**src/rtl/serial_subtractor.sv**
```systemverilog
// serial_subtractor: bit-serial a - b, LSB first, one full-subtractor cell
// and one borrow flop. Operands and results move over valid/ready handshakes.
module serial_subtractor #(
    parameter int WIDTH = 8
) (
    input  logic             clk,
    input  logic             rst_n,
    input  logic             in_valid,
    output logic             in_ready,
    input  logic [WIDTH-1:0] a,
    input  logic [WIDTH-1:0] b,
    output logic             out_valid,
    input  logic             out_ready,
    output logic [WIDTH-1:0] diff,
    output logic             borrow,
    output logic             ovf
);

    typedef enum logic [1:0] {IDLE, SHIFT, DONE} state_t;

    // Counter needs at least one bit even when WIDTH is 1.
    localparam int CNT_W = (WIDTH > 1) ? $clog2(WIDTH) : 1;
    localparam logic [CNT_W-1:0] LAST = CNT_W'(WIDTH - 1);

    state_t           state;
    logic [CNT_W-1:0] cnt;
    logic [WIDTH-1:0] opa;
    logic [WIDTH-1:0] opb;
    logic [WIDTH-1:0] res;
    logic             bflop;
    logic             a_msb;
    logic             b_msb;

    logic             ai;
    logic             bi;
    logic             d;
    logic             bout;
    logic [WIDTH-1:0] res_next;

    // Full-subtractor cell operating on the current LSBs and the borrow flop.
    always_comb begin
        ai   = opa[0];
        bi   = opb[0];
        d    = ai ^ bi ^ bflop;
        bout = (~ai & bi) | (~(ai ^ bi) & bflop);
    end

    // New difference bit enters at the MSB so the result ends up LSB-aligned.
    generate
        if (WIDTH == 1) begin : g_res_w1
            assign res_next = d;
        end else begin : g_res_wn
            assign res_next = {d, res[WIDTH-1:1]};
        end
    endgenerate

    // Control FSM, operand/result shift registers and registered handshake outputs.
    always_ff @(posedge clk) begin
        if (!rst_n) begin
            state     <= IDLE;
            cnt       <= '0;
            opa       <= '0;
            opb       <= '0;
            res       <= '0;
            bflop     <= 1'b0;
            a_msb     <= 1'b0;
            b_msb     <= 1'b0;
            in_ready  <= 1'b1;
            out_valid <= 1'b0;
            diff      <= '0;
            borrow    <= 1'b0;
            ovf       <= 1'b0;
        end else begin
            case (state)
                IDLE: begin
                    if (in_valid && in_ready) begin
                        opa      <= a;
                        opb      <= b;
                        a_msb    <= a[WIDTH-1];
                        b_msb    <= b[WIDTH-1];
                        bflop    <= 1'b0;
                        cnt      <= '0;
                        in_ready <= 1'b0;
                        state    <= SHIFT;
                    end
                end
                SHIFT: begin
                    opa   <= opa >> 1;
                    opb   <= opb >> 1;
                    res   <= res_next;
                    bflop <= bout;
                    cnt   <= cnt + 1'b1;
                    if (cnt == LAST) begin
                        // Final cycle: d is the result MSB, bout the unsigned borrow.
                        cnt       <= '0;
                        diff      <= res_next;
                        borrow    <= bout;
                        ovf       <= (a_msb != b_msb) && (d != a_msb);
                        out_valid <= 1'b1;
                        state     <= DONE;
                    end
                end
                DONE: begin
                    if (out_ready) begin
                        out_valid <= 1'b0;
                        in_ready  <= 1'b1;
                        state     <= IDLE;
                    end
                end
                default: begin
                    out_valid <= 1'b0;
                    in_ready  <= 1'b1;
                    state     <= IDLE;
                end
            endcase
        end
    end

endmodule

```
**config.mk**
```make
export PLATFORM = sky130hd
export DESIGN_NAME = serial_subtractor
export DESIGN_NICKNAME = d
export VERILOG_FILES = /design/src/rtl/serial_subtractor.sv
export SDC_FILE = /design/constraint.sdc
export NUM_CORES = 1
export LEC_CHECK = 0
export BUFFER_PORTS_ARGS = -buffer_cell sky130_fd_sc_hd__buf_2
export CAP_MARGIN = 0
export CORE_MARGIN = 2
export CORE_UTILIZATION = 30
export DETAILED_ROUTE_END_ITERATION = 7
export PLACE_DENSITY = 0.52
export SETUP_SLACK_MARGIN = 0.02
export SLEW_MARGIN = 20
export SYNTH_ARGS = -nofsm -noshare
export SYNTH_HDL_FRONTEND = slang
export SYNTH_SLANG_ARGS = --single-unit
```
**constraint.sdc**
```tcl
create_clock -name clk -period 1.6 [get_ports clk]
set_input_delay 0.08 -clock clk [delete_from_list [all_inputs] [get_ports clk]]
set_output_delay 0.08 -clock clk [all_outputs]
set_load 0.01 [all_outputs]
```
After elaboration in Yosys (flattened, before gate mapping)
Index checks and enable logic that the tools add are counted.

cells by class
  add/subtract/negate cells = 1
  equality and inequality tests = 8
  multiplexer cells = 18
  bitwise gates (word level) = 9
  reduce and logical (&&, ||, !) cells = 10

operators with widths
  kind                   number
  $pmux W8 S2            2
  $mux W8                2
  $reduce_and A3 Y1      3
  $mux W2                3
  $mux W3                2
  $ne A2 B2 Y1 const B   3
  $pmux W1 S3            2
  $pmux W2 S3            1
  $pmux W3 S2            1
  $reduce_and A2 Y1      3
  $mux W1                4
  $not A1 Y1             4
  $add A3 B1 Y3 const B  1
  $eq A3 B3 Y1 const B   1
  $and A1 B1 Y1          2
  $eq A2 B1 Y1 const B   1
  $eq A2 B2 Y1 const B   1
  $logic_and A1 B1 Y1    2
  $logic_not A2 Y1       1
  $ne A1 B1 Y1           2
  $pmux W1 S2            1
  $reduce_bool A2 Y1     1
  $xor A1 B1 Y1          2
  $or A1 B1 Y1           1

word-level totals
  register bits after elaboration = 44
  bits of input ports = 20
  output and inout port bits = 12
  logic and storage cells = 59

Depth between registers and ports, before layout
  depth after elaboration = 5
  mapped depth = 7
  mapped depth without buffers = 5

Worst setup path after synthesis
Ideal clock, no wire load.

  path type = reg-to-reg
  from = register cnt[0]
  to = register out_valid
  setup time = 0.128 ns
  data arrival time = 1.273 ns
  data required time = 1.472 ns
  slack = 0.199 ns
  stages on the path, launching flop included = 8
  path buffers = 2
  period minus slack after synthesis = 1.401 ns
  cells stage by stage = dfxtp_1 -> ha_1 -> ha_1 -> and3b_1 -> buf_2 -> buf_2 -> a21oi_1 -> nor2_1

on the way
  longest elaborated chain between the ends = 3

ends and longest elaborated chain
  what                                line  source
  from (decl)                         26    logic [CNT_W-1:0] cnt;
  from (signal assigned)              92    cnt <= cnt + 1'b1;
  $eq A3 B3 Y1                        93    if (cnt == LAST) begin
  $ne A2 B2 Y1 (no source line)       -
  $reduce_and A3 Y1 (no source line)  -
  to (signal assigned)                99    out_valid <= 1'b1;
  to (signal assigned)                105   out_valid <= 1'b0;
  to (signal assigned)                111   out_valid <= 1'b0;
  to (decl)                           12    output logic out_valid,

Every way passes these cells.
A chain may end at the register's enable or synchronous reset.

Worst setup path in the final report
  from = register opb[0]
  to = register ovf

on the way
  longest elaborated chain between the ends = 4

ends and longest elaborated chain
  what                         line  source
  from (decl)                  28    logic [WIDTH-1:0] opb;
  from (signal assigned)       89    opb <= opb >> 1;
  $xor A1 B1 Y1 (2 in series)  44    d = ai ^ bi ^ bflop;
  named net d                  36    logic d;
  $ne A1 B1 Y1                 98    ovf <= (a_msb != b_msb) && (d != a_msb);
  $logic_and A1 B1 Y1          98
  to (signal assigned)         98
  to (decl)                    16    output logic ovf

The timed path passes the listed nets, and every way through them passes these cells.

==> metrics <==
Worst Hold Path EP opb[6]$_SDFFE_PN0P_; synthesized net count 220; Hold Slack 0.0724 ns; gpl congestion approximately 0.74; Wirelength per Cell approximately 12 um; CP delay by family, top adder cells; clock sink count 43; crit-path max FO 4; Die Y-Extent around 82 um; Inserted Diodes 0; Post-synth EDFFs 0; #FFs+latches synth 43; Distinct cells, synth 31; CP endpoint kind flip-flop; drt via density around 4.7; crit path cell chain inv_1, fa_1, and3b_1, a21oi_1, a21oi_1; total global-route track usage between 10% and 20%; number of global-route vias before repair between 1,000 and 1,500; Tmin final about 1.4 ns; PD cells 1100 nW/um^2; fraction of layout cells with a size suffix above 1 roughly 23%; DRT iter0 DRCs 72; worst r2r src opb[0]$_SDFFE_PN0P_; Leak Pwr ~0.95 nW; CP bufs+invs 1; Top Ports 32; actual slew at the worst max-slew pin approximately 0.55 ns; final setup TNS 0 ns; DRC viols 0; R2R Setup Slk 0.17 ns; initial core utilization a little over 30%; fmax roughly 700 MHz; Async SR Flop Fraction 0%; Post-DP HPWL between 2000 and 2500 um; CP startpoint kind flip-flop; largest net degree at the start of global routing 24; CP dominant cell by count a21oi_1; arrival time worst endpoint roughly 1.6 ns; ys flop type dfxtp_1; die area ~6700 sq um; VDD IR max between 0.4 and 0.5 mV; antenna-violating nets left 0; Worst Hold Launch b[6]; CTS Root Buffer Type clkbuf_8; sequential area share after synthesis 47.6%; DIE WIDTH around 82 um; Rows 28; Avg Inst Size Synth 9.18 sq um; drt pass-1 iters 4; crit path max-delay cell type fa_1; Cells after Synth approximately 200; synthesized area approximately 1800 sq um; worst relative slew slack 63.5%; first-pass GRT wire length slightly below 6000 um; Worst Hold Depth 3; H-Tree Depth 2; Worst Clk Skew approximately 0.0077 ns; Final #Nets 250; maximum buffer depth of the clock tree 2; worst min path class input port to flip-flop; max_cap viols 0; core area ~5900 sq um; setup bufs post-CTS 0; TritonCTS Buffers 5; slowest stage delay, CP between 0.5 and 0.6 ns; clock-pin slew on the worst setup and hold paths around 0.080 ns; RSZ-0062 raised after global routing false; initial antenna violation count 0; grt total ovfl 0; port bufs 31; total number of yosys warnings 0; worst skew pair latency about 0.3 ns; Tcrit/Tclk final 89.1%; Final Core Density ~36%; commonest non-fill, non-tap cells in the layout dfxtp_1, a21oi_1, nand2_1; Reg2Reg Depth 5; Finish-stage setup viols 0; CP Class flip-flop to flip-flop; Hold Fails Final Rpt 0; TritonCTS clock tree built; area growth from synthesis to layout 17.8%; Vias about 1,400; final wirelength roughly 3700 um; Final Slew Violations 0; CP Data Required Time between 1.5 and 2 ns; reg2reg end ovf$_SDFFE_PN0P_; run status completed; commonest non-fill, non-tap cell in the layout dfxtp_1; Stages on worst setup path 5
## layer usage
metal / GRT usage [%] / up-vias / part of all wire, % / routed length [um]
met5: 0 / - / 0 / 0
met2: 17.6 / 27 / 45 / 1670
li1: - / 748 / - / -
met1: 15.8 / 643 / 48 / 1790
met3: 3.85 / 2 / 5.3 / 197
met4: 4.50 / 0 / 0.92 / 34
## synthesized netlist by cell type (2+ instances only)
master    instances  share of area [%]
o21ai_0           2               0.55
nor2_1            7                1.5
buf_2             9                2.5
a21oi_1          36                 10
nand2_1          33                6.8
and3_1            2               0.69
clkbuf_1          2               0.42
o31ai_1          14                5.8
and3b_1           3                1.5
buf_6             4                2.5
a41o_1            2                1.1
buf_4             2               0.83
a31o_2            2               0.97
inv_1             4               0.83
nand3_1           3               0.83
mux2i_1          14                7.7
ha_1              2                1.4
dfxtp_1          43                 48
## tightest hold or removal path: cells and delay by family
kind	cells	cell delay, ns
AOI/OAI and AO/OA	1	0.12
buffers and inverters	1	0.08
muxes	1	0.05
## report_power, final
| group | switching (mW) | internal, mW | leakage [nW] | total (mW) |
|---|---|---|---|---|
| registers | 0.0399 | 1.13 | 0.351 | 1.17 |
| logic | 0.163 | 0.137 | 0.541 | 0.300 |
| clock network | 0.368 | 0.505 | 0.0612 | 0.873 |
## state kept, by name (all words and copies together) (netlist names), 2 cells and up
signal  count
opb         8
opa         8
cnt         3
res         7
state       2
diff        8
## through the flow
| stage | std cells | setup WS (ns) | area [sq um] | total power [mW] |
|---|---|---|---|---|
| finish | 303 | 0.174 | 2130 | 2.35 |
| global route | 303 | 0.0393 | 2130 | 2.47 |
| CTS | 303 | 0.158 | 2130 | 2.39 |
| detailed placement | 295 | 0.0212 | 2010 | 1.50 |
| global placement | 295 | 0.0927 | 2010 | 1.50 |
| floorplan | 197 | 0.199 | 1810 | 1.42 |
## layout make-up
class / count / area (sq um)
clock inverters: 2 / 35.0
well taps: 75 / 93.8
flip-flops and latches: 43 / 861
fillers: 623 / 3750
repair buffers: 40 / 223
multi-input cells: 133 / 822
inverters: 4 / 15.0
clock buffers: 6 / 82.6
## worst max path at each step
stage	startpoint	end
floorplan	cnt[0]$_SDFFE_PN0P_	out_valid$_SDFFE_PN0P_
global placement	cnt[0]$_SDFFE_PN0P_	borrow$_SDFFE_PN0P_
detailed placement	cnt[0]$_SDFFE_PN0P_	borrow$_SDFFE_PN0P_
CTS	opb[0]$_SDFFE_PN0P_	ovf$_SDFFE_PN0P_
global route	opb[0]$_SDFFE_PN0P_	ovf$_SDFFE_PN0P_
finish	opb[0]$_SDFFE_PN0P_	ovf$_SDFFE_PN0P_
## logic make-up (layout without fill, tap and decap cells)
group	Yosys count	after routing	synth area share, %
AOI/OAI and AO/OA	60	60	20.1
adders and majority gates	3	3	2.49
buffers and inverters	21	52	7.05
DFF	43	43	47.6
muxes	14	14	7.75
and+or+nand+nor	56	56	15.0
## what timing repair did
action	CTS	global route
resized for setup	1	0
hold buffers	0	0
setup endpoints to repair	1	0
Power figures use the tool's default switching activity.
